File: src/rtl/uart_rx_pkg.sv
// Shared types and helpers for the UART receiver.
package uart_rx_pkg;

  // Receive FSM states.
  typedef enum logic [1:0] {
    StIdle,
    StStart,
    StData,
    StStop
  } rx_state_e;

  // Wide enough for 8 * 65535 - 1.
  localparam int unsigned CntW = 19;

  // A prescale of zero would stall the bit timer; run it as one instead.
  function automatic logic [15:0] eff_prescale(input logic [15:0] p);
    return (p == 16'd0) ? 16'd1 : p;
  endfunction

endpackage

File: src/rtl/uart_rx_sync.sv
// Two-flop synchronizer for the asynchronous serial input; idles high.
module uart_rx_sync (
  input  logic clk,
  input  logic rst,
  input  logic d,
  output logic q
);

  logic meta_q, sync_q;

  // Shift the pin through two flops; reset to the idle level.
  always_ff @(posedge clk) begin
    if (!rst) begin
      meta_q <= 1'b1;
      sync_q <= 1'b1;
    end else begin
      meta_q <= d;
      sync_q <= meta_q;
    end
  end

  assign q = sync_q;

endmodule

File: src/rtl/uart_rx.sv
// UART 8N1 receiver with run-time prescale and an AXI4-Stream master output.
module uart_rx
  import uart_rx_pkg::*;
#(
  parameter int unsigned DATA_WIDTH = 8
) (
  input  logic                  clk,
  input  logic                  rst,
  input  logic                  rxd,
  input  logic [15:0]           prescale,
  output logic [DATA_WIDTH-1:0] m_axis_tdata,
  output logic                  m_axis_tvalid,
  input  logic                  m_axis_tready,
  output logic                  busy,
  output logic                  overrun_error,
  output logic                  frame_error
);

  localparam int unsigned IdxW = $clog2(DATA_WIDTH + 1);

  logic rxd_s;

  uart_rx_sync u_sync (
    .clk (clk),
    .rst (rst),
    .d   (rxd),
    .q   (rxd_s)
  );

  rx_state_e             state_q, state_d;
  logic [CntW-1:0]       cnt_q, cnt_d;
  logic [15:0]           pre_q, pre_d;
  logic [IdxW-1:0]       idx_q, idx_d;
  logic [DATA_WIDTH-1:0] shift_q, shift_d;
  logic [DATA_WIDTH-1:0] tdata_q, tdata_d;
  logic                  tvalid_q, tvalid_d;
  logic                  ovr_q, ovr_d;
  logic                  fe_q, fe_d;

  logic [15:0]     pre_eff;
  logic [CntW-1:0] half_len, bit_len;

  assign pre_eff  = eff_prescale(prescale);
  // Start is checked half a bit in, so every later sample lands mid-bit.
  assign half_len = {1'b0, pre_eff, 2'b00} - CntW'(1);
  assign bit_len  = {pre_q, 3'b000} - CntW'(1);

  // Next-state logic: bit timing, data assembly and stream handshake.
  always_comb begin
    state_d  = state_q;
    cnt_d    = cnt_q;
    pre_d    = pre_q;
    idx_d    = idx_q;
    shift_d  = shift_q;
    tdata_d  = tdata_q;
    tvalid_d = tvalid_q;
    ovr_d    = 1'b0;
    fe_d     = 1'b0;

    if (tvalid_q && m_axis_tready) begin
      tvalid_d = 1'b0;
    end

    case (state_q)
      StIdle: begin
        if (!rxd_s) begin
          pre_d   = pre_eff;
          cnt_d   = half_len;
          state_d = StStart;
        end
      end
      StStart: begin
        if (cnt_q == '0) begin
          if (!rxd_s) begin
            cnt_d   = bit_len;
            idx_d   = '0;
            state_d = StData;
          end else begin
            // Start bit did not hold to its midpoint: treat as a glitch.
            state_d = StIdle;
          end
        end else begin
          cnt_d = cnt_q - CntW'(1);
        end
      end
      StData: begin
        if (cnt_q == '0) begin
          // LSB arrives first, so shift in from the top.
          shift_d = (shift_q >> 1) | (DATA_WIDTH'(rxd_s) << (DATA_WIDTH - 1));
          cnt_d   = bit_len;
          if (idx_q == IdxW'(DATA_WIDTH - 1)) begin
            state_d = StStop;
          end else begin
            idx_d = idx_q + IdxW'(1);
          end
        end else begin
          cnt_d = cnt_q - CntW'(1);
        end
      end
      StStop: begin
        if (cnt_q == '0) begin
          state_d = StIdle;
          if (rxd_s) begin
            tdata_d  = shift_q;
            tvalid_d = 1'b1;
            // A word that is being accepted this cycle is not lost.
            ovr_d    = tvalid_q && !m_axis_tready;
          end else begin
            fe_d = 1'b1;
          end
        end else begin
          cnt_d = cnt_q - CntW'(1);
        end
      end
      default: state_d = StIdle;
    endcase
  end

  // State and datapath registers with synchronous active-low reset.
  always_ff @(posedge clk) begin
    if (!rst) begin
      state_q  <= StIdle;
      cnt_q    <= '0;
      pre_q    <= 16'd1;
      idx_q    <= '0;
      shift_q  <= '0;
      tdata_q  <= '0;
      tvalid_q <= 1'b0;
      ovr_q    <= 1'b0;
      fe_q     <= 1'b0;
    end else begin
      state_q  <= state_d;
      cnt_q    <= cnt_d;
      pre_q    <= pre_d;
      idx_q    <= idx_d;
      shift_q  <= shift_d;
      tdata_q  <= tdata_d;
      tvalid_q <= tvalid_d;
      ovr_q    <= ovr_d;
      fe_q     <= fe_d;
    end
  end

  assign m_axis_tdata  = tdata_q;
  assign m_axis_tvalid = tvalid_q;
  assign busy          = (state_q != StIdle);
  assign overrun_error = ovr_q;
  assign frame_error   = fe_q;

endmodule

File: config.mk
export PLATFORM = sky130hd
export DESIGN_NAME = uart_rx
export DESIGN_NICKNAME = d
export VERILOG_FILES = /design/src/rtl/uart_rx_pkg.sv /design/src/rtl/uart_rx_sync.sv /design/src/rtl/uart_rx.sv
export SDC_FILE = /design/constraint.sdc
export NUM_CORES = 1
export LEC_CHECK = 0
export ABC_AREA = 1
export CAP_MARGIN = 20
export CORE_MARGIN = 5
export CORE_UTILIZATION = 45
export CTS_BUF_LIST = sky130_fd_sc_hd__clkbuf_8 sky130_fd_sc_hd__clkbuf_16
export CTS_CLUSTER_SIZE = 28
export DETAILED_ROUTE_END_ITERATION = 7
export GPL_ROUTABILITY_DRIVEN = 0
export SYNTH_ARGS = -nofsm -noshare
export SYNTH_HDL_FRONTEND = slang
export SYNTH_HIERARCHICAL = 1
export SYNTH_SLANG_ARGS = --single-unit
File: constraint.sdc
create_clock -name clk -period 2.3 [get_ports clk]
set_input_delay 0.23 -clock clk [delete_from_list [all_inputs] [get_ports clk]]
set_output_delay 0.23 -clock clk [all_outputs]
set_load 0.05 [all_outputs]
==> impl_metrics.ini <==
[power]
powerDensity_nw_per_um2 = 1080
ir_drop_uv = 647
power_mw = 5.47
leakage_nw = 2.26

[place]
place_area_um2 = 4800
port_buffers = 31
dp_hpwl_um = 9520

[floorplanning]
io_pins = 32
die_x_um = 106
core_area_um2 = 9060
fp.dieH_um = 106
initial_core_util_pct = 45.5
std_cell_rows = 35
die-area_um2 = 11200

[synth]
syn_area_um2 = 4120
synth_most_common_cell = nand2_1
ys_ff_latch = 62
yosys_warnings = 6
synth_top_family_by_area = simple AND/OR/NAND/NOR gates
synth_cell_types = 38
synth_simple_gate_area_share_pct = 40.6
synth_edf_count = 0
synth_flop_cell = dfxtp_1
yosys.area.top_type = dfxtp_1
synthAdderAreaFrac_pct = 2.73
syn-instance-count = 667
synthMuxAreaShare_pct = 0
seq_area_frac_synth_pct = 30.1
netlist.area_leader.share_pct = 30.1
synth_xor_area_share_pct = 3.40
synth_compound_gate_area_share_pct = 15.0
async_reset_ff_share_pct = 0
synth_commonest_cells = nand2_1, nor2_1, dfxtp_1, inv_1, o21ai_0
synthTopCellsByArea = dfxtp_1, nand2_1, nor2_1
syn-num-nets = 696
avgSynthCellArea_um2 = 6.18

[route]
top_layer = met4
remaining_drc_errors = 0
met1_length_um = 6040
drt-total-wl_um = 12500
viasPerCell = 5.29
wire_per_inst_um = 14.7
first_pass_iters = 5
ant_nets = 0
wl_met2_um = 5380
drt_iter0_drc = 327
wl_met3_um = 860
vias = 4502

[grt]
grt_pass1_vias = 4142
grt_pass1_wl_um = 20500
grt_usage_pct = 22.9
antenna_found_initial = 0
global_route.overflow_total = 0
grt_max_degree = 45

[clocking]
root_buffer = clkbuf_8
ctsHoldBuffers = 0
insertion_delay_ns = 0.35
cts_made_buffers = 9
cts_tree = built
cts_sinks = 62
cts_buffer_depth = 2
htreeDepth = 3
cts_resized = 1
cts_setup_buffers = 0
clk_pin_slew_worst_paths_ns = 0.07

[sta]
timing.hold.ws_ns = 0.404
fmax_mhz = 482
finalSetupViolations = 0
fin_crit_sh_pct = 90.2
fin_crit_ns = 2.08
worst_slew_pin_slew_ns = 0.621
hold_viol = 0
slew_violations = 0
grt_setup_unrepaired = no
skew_ns = 0.00974
max-slew-margin-rel_pct = 58.6

[setup_path]
start_kind = flip-flop
crit_fanout = 7
path_class = reg2reg
cp.required_ns = 2.58
cp.arrival_ns = 2.36
end_kind = flip-flop

[cells_and_area]
layout-drive-gt1-share_pct = 12.3
fill_cells = 926
layout.nets = 765
stdcell_area_um2 = 5040
area_growth_pct = 22.4
n_antenna_cell = 0

[job]
maxCapViolCount = 0

[worst_hold_path]
min_path_type = in2reg

[status]
status = finished clean
==> layout make-up <==
type	count	area, µm²	area share [%]
sequential	62	1240	24.6
clock buffer	11	151	3.00
tap	111	139	2.75
inverter	58	218	4.32
timing repair buffer	79	673	13.3
clock inverter	4	71.3	1.41
multi-input combinational	526	2550	50.6
==> registers in the layout, summed over array words and instances, names as in the netlist, named ones only <==
signal / cells
u_sync/meta_q: 1
shift_q: 8
u_sync/q: 1
m_axis_tdata: 8
frame_error: 1
cnt_q: 19
m_axis_tvalid: 1
state_q: 1
overrun_error: 1
pre_q: 16
idx_q: 4
==> power by group <==
part | switching (mW) | total, mW | leakage [nW] | internal (mW)
Combinational | 1.88 | 2.90 | 1.64 | 1.02
Clock | 0.443 | 1.10 | 0.113 | 0.660
Sequential | 0.214 | 1.47 | 0.506 | 1.25
==> final timing paths <==
| kind | from | end | slack (ns) | depth (start not counted) |
|---|---|---|---|---|
| setup / recovery | cnt_q[0] | cnt_q[3] | 0.22 | 12 |
| hold / removal | rxd | u_sync/meta_q | 0.40 | 3 |
| setup reg to reg | cnt_q[0] | cnt_q[3] | 0.22 | 12 |
| hold reg to reg | u_sync/meta_q | u_sync/q | 0.41 | 2 |
==> logic make-up after synthesis <==
logic type / Yosys count
XOR/XNOR: 16
AO/OA/AOI/OAI: 119
buffers and inverters: 79
flip-flops: 62
AND/OR/NAND/NOR: 382
adder cells (fa/ha/maj): 9
==> cells in the final DEF (no fill, tap or decap), types with 9 or more instances in the layout <==
cell type	instances
nor2_1	118
dfxtp_1	62
nor3_1	18
o21ai_0	55
inv_1	56
nand4_1	9
clkdlybuf4s50_1	30
ha_1	9
buf_4	47
a21oi_1	50
xnor2_1	10
nand3_1	48
nand2_1	159
clkbuf_8	11
==> worst max-delay path, stage by stage (launching register included) <==
cell and delay [ns]:
dfxtp_1 0.32, inv_1 0.12, ha_1 0.21, buf_4 0.13, nand2_1 0.12, nor2_2 0.21
nand3_2 0.22, buf_4 0.23, nand2_1 0.06, o21ai_1 0.06, o22ai_1 0.15, nand2_1 0.07
a21oi_1 0.11
==> metal layers <==
| layer | track usage (%) | vias to the layer above |
|---|---|---|
| li1 | - | 2311 |
| met1 | 32.4 | 2037 |
| met2 | 33.7 | 133 |
| met3 | 5.82 | 21 |
| met4 | 8.05 | 0 |
| met5 | 0 | - |
==> per-stage QoR <==
stage                     TNS [ns]  instances  util [%]  setup slack (ns)
after floorplan                  0        667         -             0.421
after global placement      -0.174        835      53.0           -0.0941
after detailed placement    -0.333        835      53.0            -0.126
after CTS                        0        850      55.4            0.0132
after global routing             0        851      55.7            0.0378
final                            0        851      55.7             0.224
Power figures use the tool's default switching activity.
